<file path="src/rtl/count_enable_gen.sv">
// count_enable_gen
//   Clock-enable source for the decade counter chain. While running, emits a
//   one-cycle CE pulse every DIV clock cycles. A debounced start/stop button
//   toggles between RUN and STOP; a debounced single-step button emits exactly
//   one CE while stopped. The prescaler keeps its phase across a pause.
//
// Ports
//   CLK       in   system clock, rising edge
//   RST       in   asynchronous reset, active-low
//   BTN_SS    in   raw start/stop button, active-high, asynchronous to CLK
//   BTN_STEP  in   raw single-step button, active-high, asynchronous to CLK
//   CE        out  registered count enable, one-cycle pulses
//   RUN       out  registered run status (1 = RUN, 0 = STOP); this is the FSM state
//
// Handshake: none. Press pulses from the debouncers are single-cycle events
// consumed by the FSM on the clock edge that ends the pulse cycle.

// Button conditioner: 2-FF synchronizer, level debouncer and press detector.
//   clk_i    in   clock
//   rst_ni   in   asynchronous reset, active-low
//   btn_i    in   raw button level
//   press_o  out  one-cycle flag, high in the cycle the debounced level goes 0->1
module count_enable_gen_db #(
    parameter int DB_CYCLES = 20000
) (
    input  logic clk_i,
    input  logic rst_ni,
    input  logic btn_i,
    output logic press_o
);

    // The counter only needs to reach DB_CYCLES-1: acceptance happens on the
    // cycle that would have taken it to DB_CYCLES.
    localparam int CW = (DB_CYCLES > 1) ? $clog2(DB_CYCLES) : 1;
    localparam logic [CW-1:0] CNT_MAX = CW'(DB_CYCLES - 1);

    logic          sync1_q;
    logic          sync2_q;
    logic          level_q;
    logic          level_d;
    logic [CW-1:0] cnt_q;
    logic [CW-1:0] cnt_d;
    logic          differ;
    logic          accept;

    assign differ = sync2_q ^ level_q;
    assign accept = differ && (cnt_q == CNT_MAX);

    always_comb begin
        cnt_d   = cnt_q;
        level_d = level_q;
        if (!differ) begin
            cnt_d = '0;
        end else if (accept) begin
            cnt_d   = '0;
            level_d = sync2_q;
        end else begin
            cnt_d = cnt_q + 1'b1;
        end
    end

    // Press is flagged combinationally in the acceptance cycle so the FSM
    // reacts on the same edge that updates the debounced level.
    assign press_o = accept & sync2_q;

    always_ff @(posedge clk_i or negedge rst_ni) begin
        if (!rst_ni) begin
            sync1_q <= 1'b0;
            sync2_q <= 1'b0;
            level_q <= 1'b0;
            cnt_q   <= '0;
        end else begin
            sync1_q <= btn_i;
            sync2_q <= sync1_q;
            level_q <= level_d;
            cnt_q   <= cnt_d;
        end
    end

endmodule

module count_enable_gen #(
    parameter int DIV       = 1000,
    parameter int DB_CYCLES = 20000
) (
    input  logic CLK,
    input  logic RST,
    input  logic BTN_SS,
    input  logic BTN_STEP,
    output logic CE,
    output logic RUN
);

    localparam int PW = (DIV > 1) ? $clog2(DIV) : 1;
    localparam logic [PW-1:0] PCNT_MAX = PW'(DIV - 1);

    typedef enum logic {
        ST_STOP = 1'b0,
        ST_RUN  = 1'b1
    } state_t;

    state_t        state_q;
    state_t        state_d;
    logic [PW-1:0] pcnt_q;
    logic [PW-1:0] pcnt_d;
    logic          ce_q;
    logic          ce_d;
    logic          ss_press;
    logic          step_press;

    count_enable_gen_db #(.DB_CYCLES(DB_CYCLES)) u_db_ss (
        .clk_i   (CLK),
        .rst_ni  (RST),
        .btn_i   (BTN_SS),
        .press_o (ss_press)
    );

    count_enable_gen_db #(.DB_CYCLES(DB_CYCLES)) u_db_step (
        .clk_i   (CLK),
        .rst_ni  (RST),
        .btn_i   (BTN_STEP),
        .press_o (step_press)
    );

    always_comb begin
        state_d = state_q;
        pcnt_d  = pcnt_q;
        ce_d    = 1'b0;
        case (state_q)
            ST_STOP: begin
                // Start/stop takes priority over a coincident step press.
                if (ss_press) begin
                    state_d = ST_RUN;
                end else if (step_press) begin
                    ce_d = 1'b1;
                end
            end
            ST_RUN: begin
                // The prescaler advances on the stopping edge too, so a wrap
                // that coincides with the stop press still yields its CE.
                if (pcnt_q == PCNT_MAX) begin
                    pcnt_d = '0;
                    ce_d   = 1'b1;
                end else begin
                    pcnt_d = pcnt_q + 1'b1;
                end
                if (ss_press) begin
                    state_d = ST_STOP;
                end
            end
            default: begin
                state_d = ST_STOP;
            end
        endcase
    end

    always_ff @(posedge CLK or negedge RST) begin
        if (!RST) begin
            state_q <= ST_STOP;
            pcnt_q  <= '0;
            ce_q    <= 1'b0;
        end else begin
            state_q <= state_d;
            pcnt_q  <= pcnt_d;
            ce_q    <= ce_d;
        end
    end

    assign CE  = ce_q;
    assign RUN = (state_q == ST_RUN);

endmodule

</file>
<file path="config.mk">
export PLATFORM = sky130hd
export DESIGN_NAME = count_enable_gen
export DESIGN_NICKNAME = d
export VERILOG_FILES = /design/src/rtl/count_enable_gen.sv
export SDC_FILE = /design/constraint.sdc
export NUM_CORES = 1
export LEC_CHECK = 0
export BUFFER_PORTS_ARGS = -buffer_cell sky130_fd_sc_hd__buf_2
export CORE_ASPECT_RATIO = 0.7
export CORE_MARGIN = 2
export CORE_UTILIZATION = 35
export CTS_CLUSTER_SIZE = 12
export DETAILED_ROUTE_END_ITERATION = 6
export MAX_ROUTING_LAYER = met4
export PLACE_DENSITY = 0.53
export SYNTH_ARGS = -nofsm -noshare
export SYNTH_HDL_FRONTEND = slang
export SYNTH_SLANG_ARGS = --single-unit
</file>
<file path="constraint.sdc">
create_clock -name CLK -period 3.6 [get_ports CLK]
set_clock_uncertainty 0.2 [all_clocks]
set_input_delay 0.72 -clock CLK [delete_from_list [all_inputs] [get_ports CLK]]
set_output_delay 0.72 -clock CLK [all_outputs]
set_load 0.01 [all_outputs]
</file>
---- Yosys cells after proc, flatten, opt, wreduce, memory -nomap -nowiden ----
Index checks and enable logic that the tools add are counted.
operators by class
  add/subtract/negate cells ............... 3
  multiply operators ...................... 0
  div/mod/pow operators ................... 0
  magnitude comparators ................... 0
  equality and inequality tests ........... 3
  shift-type cells ........................ 0
  mux-type cells .......................... 12
  bitwise logic cells ..................... 5
  reductions and logical operators ........ 4
operators with widths
  operator               count
  $mux 15                4
  $add 15x1->15 const B  2
  $eq 15x15->1 const B   2
  $add 10x1->10 const B  1
  $eq 10x10->1 const B   1
  $mux 10                1
  $mux 1                 5
  $pmux 1 s2             2
  $reduce_and 2->1       2
  $and 1x1->1            2
  $logic_and 1x1->1      2
  $xor 1x1->1            2
  $not 1->1              1
word-level totals
  register bits ........................... 48
  bits in latches ......................... 0
  memory bits (writable) .................. 0
  bits in read-only memories .............. 0
  word-level logic and storage cells ...... 38
  memories kept ........................... 0

---- Depth between registers and ports, before layout ----
Gate-level depths: netlist (run 1).
  depth in word-level cells ............... 6
  mapped depth ............................ 7
  mapped depth without buffers ............ 5

---- Hierarchy ----
A second synthesis (run 1) with hierarchy kept.
second synthesis, totals
  cell total of the unflattened synthesis .. 220
  area, all modules ....................... 2346.0 um^2
by module, submodules not included
  module               times used  cells each  area an instance (um^2)  seq. area each (um^2)
  count_enable_gen_db  2           81          852.1                    450.4
  count_enable_gen     1           58          641.9                    300.3

---- Worst setup path after synthesis (run 1) ----
No wires, ideal clock.
  path kind ............................... register to register
  from .................................... reg u_db_ss.cnt_q[12]
  to ...................................... reg u_db_ss.cnt_q[10]
  data arrival time ....................... 1800 ps
  required time ........................... 3281 ps
  path slack .............................. 1481 ps
  cell stages (with the launch flop) ...... 6
  path buffers ............................ 1
  cells stage by stage .................... dfrtp_1 or4b_1 or4_4 nand2b_1 buf_4 nor2_1
on the way
  longest elaborated chain between the ends .. 4
RTL lines
  what                         RTL line  text
  start, declared              41        logic [CW-1:0] cnt_q;
  start signal, assigned       76        cnt_q <= cnt_d;
  $eq 15x15->1                 47        assign accept = differ && (cnt_q == CNT_MAX);
  $logic_and 1x1->1            47
  $mux 15                      54        end else if (accept) begin
  $mux 15                      52        if (!differ) begin
  named net u_db_ss.cnt_d[10]  42        logic [CW-1:0] cnt_d;
The timed path passes the listed nets, and every way through them passes these cells.
A chain may end at the register's enable or synchronous reset.

---- Worst setup path in the final report (run 1) ----
  from .................................... reg u_db_ss.cnt_q[12]
  to ...................................... reg u_db_ss.cnt_q[2]
The elaborated chain is that of the path after synthesis.

==> flow_summary.toml, run 1 <==
[synth]
synth_nets = 222
syn_inst = 215
synth_most_common_cell = "dfrtp_1"
avgSynthCellArea_sq_um = 10.3
netlist_area_sq_um = 2220
yosys-top-cells-area = "dfrtp_1, xnor2_1, nor2_1"
synth_top_area_frac = 0.540
yosysWarnings = 0
synthFlopType = "dfrtp_1"
ys_types = 32
async_flop_share = 1.00
synth_top_cells_by_count = "dfrtp_1, nor2_1, xnor2_1"
yosysTopAreaCell = "dfrtp_1"
synth_seq_area_share = 0.540
synth-edff-count = 0
synth.ff_latch_count = 48

[critical_path]
start_kind = "flop"
reg2reg_depth = 4
crit_type = "reg2reg"
path_max_fanout = 14
startpoint = "u_db_ss.cnt_q[12]$_DFF_PN0_"
r2r_start = "u_db_ss.cnt_q[12]$_DFF_PN0_"
r2r_slack_ps = 1230
critPathRequiredTime_ps = 3560
endpoint_kind = "flop"
cp.arrival_ps = 2330
endpoint = "u_db_ss.cnt_q[2]$_DFF_PN0_"
worstReg2RegEnd = "u_db_ss.cnt_q[2]$_DFF_PN0_"

[clock_tree]
htree_levels = 2
hold_buffers = 0
cts_resized = 0
clkLatencyLatePin_ps = 290
cts_sinks = 48
post_cts_buffers = 0
cts-root-buf = "clkbuf_8"
cts_buffers = 5
cts_tree = "done"
clock_path_buffers = 2
path_clk_slew_ps = 80

[placed_design]
io_buffers = 5
post_dp_cell_area_sq_um = 2330
dp_slack_ps = 1200
numPlacedInstances = 295
finalWeightedCongestion = 0.785
dp_hpwl_um = 2630

[detailed_routing]
wl_per_cell_um = 12.8
vias = 1462
ant_nets = 0
drcViolationCount = 0
via_per_inst = 4.84
initialDrtViolationCount = 91
routed_wl_um = 3860
first_pass_iters = 4

[final_layout]
final_area_sq_um = 2410
drive_above_1_share = 0.0759
area_growth_pct = 8.50
final_util = 0.390
fillCellCount = 629
n_antenna_cell = 0
final_net_count = 231
final_cells = 302

[floorplan]
ioPinCount = 6
initial_core_util = 0.359
die_area_sq_um = 7020
core.rowCount = 24
core_sq_um = 6190
die_h_um = 70.7
die_w_um = 99.3

[job]
cap_violations = 0

[power_and_ir_drop]
switching_share = 0.221
ir_worst_vdd_mv = 0.140
cellLeakagePower_uw = 0.00101
p_int_uw = 687
power_switching_uw = 195
p_per_area_nw_per_um2 = 365
sequentialPowerShare = 0.627
p_comb_frac = 0.033
p_clk_frac = 0.340

[global_routing]
grt_max_degree = 28
gr-total-overflow = 0
track_usage = 0.130
antenna_found_initial = 0
grt_first_pass_wirelength_um = 7070
grt_pass1_vias = 1500

[sta]
relSlewSlack = 0.514
rsz0062_at_grt = "false"
fin_crit_sh = 0.657
worst_pin_slew_ps = 724
setup_violations = 0
finalHoldViolCount = 0
setup_tns_ps = 0
slew_viol_final = 0
finalWorstSetupSlack_ps = 1230
fin_crit_ps = 2370
max_freq_ghz = 0.423

[status]
run_status = "finished, final reports clean"

[min_path]
min_path_type = "reg2reg"
layout make-up:
type / instances / area [sq um] / area share
Timing Repair Buffer: 6 / 32.5 / 0.0135
Clock buffer: 6 / 72.6 / 0.0301
Sequential cell: 48 / 1200 / 0.498
Tap cell: 78 / 97.6 / 0.0405
Inverter: 7 / 26.3 / 0.0109
Multi-Input combinational cell: 156 / 977 / 0.405
Clock inverter: 1 / 5.00 / 0.00207
power groups by stage:
stage	logic [uW]	clock network [uW]	registers, uW
CTS	31.3	314	553
floorplan	14.3	0	563
global placement	30.9	0	564
global route	35.5	343	555
detailed placement	31.0	0	564
finish	29.2	299	553
placed cells by master (no fill, tap or decap), types with 2 or more instances in the layout:
cell,Yosys,final
dfrtp_1,48,48
nor2_1,35,35
xnor2_1,21,21
nand2_1,14,14
xor2_1,12,12
nand4_1,12,12
nand3_1,12,12
nor3_1,11,11
nor4_1,7,7
inv_1,7,7
clkbuf_8,0,5
buf_2,0,5
and4_1,4,4
o21ai_0,3,3
ha_1,3,3
and3_1,2,2
or3_1,2,2
nand2b_1,2,2
mux2_2,2,2
a21o_1,2,2
through the flow:
step | hold slack [ps] | total power (uW)
detailed placement | 136 | 595
CTS | 155 | 898
global route | 166 | 933
finish | 154 | 882
floorplan | 131 | 577
global placement | 137 | 595
state kept, by name, indices dropped and copies added (netlist names):
| register | count |
|---|---|
| RUN | 1 |
| u_db_step.sync2_q | 1 |
| u_db_ss.level_q | 1 |
| u_db_ss.cnt_q | 15 |
| u_db_step.level_q | 1 |
| u_db_step.sync1_q | 1 |
| CE | 1 |
| pcnt_q | 10 |
| u_db_ss.sync1_q | 1 |
| u_db_ss.sync2_q | 1 |
| u_db_step.cnt_q | 15 |
worst min-delay path by stage:
stage | endpoint | startpoint | cells past startpoint
floorplan | u_db_ss.sync2_q$_DFF_PN0_ | u_db_ss.sync1_q$_DFF_PN0_ | 0
global placement | u_db_step.sync2_q$_DFF_PN0_ | u_db_step.sync1_q$_DFF_PN0_ | 0
detailed placement | u_db_step.sync2_q$_DFF_PN0_ | u_db_step.sync1_q$_DFF_PN0_ | 0
CTS | u_db_step.sync2_q$_DFF_PN0_ | u_db_step.sync1_q$_DFF_PN0_ | 0
global route | u_db_ss.sync2_q$_DFF_PN0_ | u_db_ss.sync1_q$_DFF_PN0_ | 0
finish | u_db_step.sync2_q$_DFF_PN0_ | u_db_step.sync1_q$_DFF_PN0_ | 0
layer usage:
metal / up-vias / global-route usage / wire length (um)
li1: 758 / - / -
met1: 685 / 0.190 / 2230
met2: 15 / 0.173 / 1480
met3: 4 / 0.0366 / 112
met4: 0 / 0.0411 / 30
met5: - / - / 0
critical path, cell delays in order (launching register included):
cell	delay, ps
dfrtp_1	420
or4b_1	530
or4_4	570
nand2b_1	410
nor2_1	110
cells by family (layout without fill, tap and decap cells):
kind of cell	count (synthesis)	count (layout)	synth area share
muxes	3	3	0.0146
AOI/OAI and AO/OA	9	9	0.0259
xor gates and xnor gates	33	33	0.130
buffers and inverters	11	20	0.0203
adders and majority gates	3	3	0.0169
and+or+nand+nor	108	108	0.252
DFF	48	48	0.540
Note: power is estimated with default switching activity, not from simulation.
==> run 2: changes to the inputs <==
==> constraint.sdc (replaced) <==
create_clock -name CLK -period 2.2 [get_ports CLK]
set_clock_uncertainty 0.2 [all_clocks]
set_input_delay 0.44 -clock CLK [delete_from_list [all_inputs] [get_ports CLK]]
set_output_delay 0.44 -clock CLK [all_outputs]
set_load 0.01 [all_outputs]
==> run 2 against run 1 <==
Against the previous run: sequential cell count unchanged; clock power increased by 99%; worst hold slack got worse by 100 ps; register-to-register slack got worse by 1100 ps; global-route usage increased by 0.14 points; setup slack got worse by 1100 ps; wire length increased by 2.3%; critical path type unchanged.
==> flow_summary.toml, run 2 (same netlist as run 1, synthesis figures left out) <==
[sta]
fin_crit_sh = 0.943
setup_violations = 0
fin_crit_ps = 2080
worst_pin_slew_ps = 468
setup_tns_ps = 0
rsz0062_at_grt = "false"
relSlewSlack = 0.688
max_freq_ghz = 0.482
slew_viol_final = 0
finalHoldViolCount = 0

[job]
cap_violations = 0

[critical_path]
path_max_fanout = 5
critPathRequiredTime_ps = 2220
cp.arrival_ps = 2090
cp_slowest_stage_delay_ps = 580
start_kind = "flop"
endpoint_kind = "flop"
crit_slowest_cell = "or4_4"
path_cells = "or3_1, or4_4, nor3b_4, xor2_1"
crit_type = "reg2reg"

[floorplan]
die_h_um = 70.7
die_area_sq_um = 7020
core_sq_um = 6190
die_w_um = 99.3
initial_core_util = 0.359
ioPinCount = 6
core.rowCount = 24

[global_routing]
gr-total-overflow = 0
track_usage = 0.131
grt_first_pass_wirelength_um = 7020
grt_pass1_vias = 1407
grt_max_degree = 31
antenna_found_initial = 0

[final_layout]
area_growth_pct = 15.0
final_cell_mix = "dfrtp_1, nor2_1, xnor2_1, nand2_1"
fillCellCount = 596
drive_above_1_share = 0.119
n_antenna_cell = 0
top_regs = "u_db_ss.cnt_q (15), u_db_step.cnt_q (15), pcnt_q (10)"
final_net_count = 243
layout_commonest_cell = "dfrtp_1"
final_area_sq_um = 2560

[clock_tree]
cts_tree = "done"
path_clk_slew_ps = 80
clock_path_buffers = 2
cts-root-buf = "clkbuf_8"
cts_buffers = 5
post_cts_buffers = 0
htree_levels = 2
cts_sinks = 48
clkLatencyLatePin_ps = 290

[placed_design]
io_buffers = 5
post_dp_cell_area_sq_um = 2440
dp_hpwl_um = 2790
finalWeightedCongestion = 0.724

[power_and_ir_drop]
p_per_area_nw_per_um2 = 610
cellLeakagePower_uw = 0.00109
ir_worst_vdd_mv = 0.254

[detailed_routing]
vias = 1500
drcViolationCount = 0
via_per_inst = 4.79
initialDrtViolationCount = 54
wl_per_cell_um = 12.6
ant_nets = 0
first_pass_iters = 4
routed_wl_um = 3950

[min_path]
min_path_type = "in2reg"

[status]
run_status = "finished, final reports clean"
## run 2: cell count changes in the layout (fill, tap and decap cells not counted)
| cell | change |
|---|---|
| dlygate4sd3_1 | +1 |
| nor3b_2 | -1 |
| buf_12 | +2 |
| bufinv_16 | +1 |
| nor3b_4 | +1 |
| clkinv_2 | -1 |
| buf_4 | +9 |
| clkbuf_1 | -1 |
## run 2: repair_timing
item	CTS	global route
resized for setup	0	1
endpoints found under the setup margin	0	2
hold buffers	1	0
endpoints found under the hold margin	18	0
## run 2: final cells by class
| class | instances | area (sq um) | share of cell area |
|---|---|---|---|
| Multi-Input combinational cell | 156 | 983 | 0.385 |
| Clock inverter | 1 | 30.0 | 0.0117 |
| Timing Repair Buffer | 18 | 150 | 0.0587 |
| Clock buffer | 5 | 68.8 | 0.0269 |
| Sequential cell | 48 | 1200 | 0.470 |
| Tap cell | 78 | 97.6 | 0.0382 |
| Inverter | 7 | 26.3 | 0.0103 |
## run 2: power breakdown
part	switching (uW)	total (uW)	internal, uW	leakage, uW
registers	10.1	904	894	0.000656
logic	37.0	60.6	23.6	0.000386
clock network	269	595	326	0.0000501
total	316	1560	1240	0.00109
## run 2: worst paths after layout
check,slack [ps],endpoint,start,depth (start not counted)
max,120,RUN$_DFF_PN0_,u_db_ss.cnt_q[7]$_DFF_PN0_,4
min,50,u_db_step.sync1_q$_DFF_PN0_,BTN_STEP,1
max reg2reg,120,RUN$_DFF_PN0_,u_db_ss.cnt_q[7]$_DFF_PN0_,4
min reg2reg,150,u_db_step.sync2_q$_DFF_PN0_,u_db_step.sync1_q$_DFF_PN0_,0
max in group asynchronous,860,u_db_ss.cnt_q[6]$_DFF_PN0_,RST,3
min in group asynchronous,430,pcnt_q[4]$_DFFE_PN0P_,RST,2
## run 2: through the flow
| step | hold slack, ps | util | power, uW | setup WS (ps) | cells |
|---|---|---|---|---|---|
| after CTS | 28.7 | 0.412 | 1600 | 51.9 | 313 |
| final | 50.6 | 0.413 | 1560 | 124 | 313 |
| after floorplan | -55.6 | - | 944 | 81.2 | 215 |
| after global routing | 24.3 | 0.413 | 1640 | 57.4 | 313 |
| after detailed placement | 135 | 0.395 | 983 | 71.0 | 306 |
| after global placement | 134 | 0.395 | 983 | 110 | 306 |
## run 2: layer usage
metal | vias up | track usage | wire, um
met2 | 20 | 0.154 | 1460
met5 | - | - | 0
met4 | 0 | 0.0457 | 21
met1 | 689 | 0.208 | 2320
li1 | 789 | - | -
met3 | 2 | 0.0366 | 142
## run 2: worst max-delay path: cells and delay by family (launching register included)
family,cells,cell delay (ps)
AND/OR/NAND/NOR,3,1220
flip-flops,1,440
XOR/XNOR,1,160
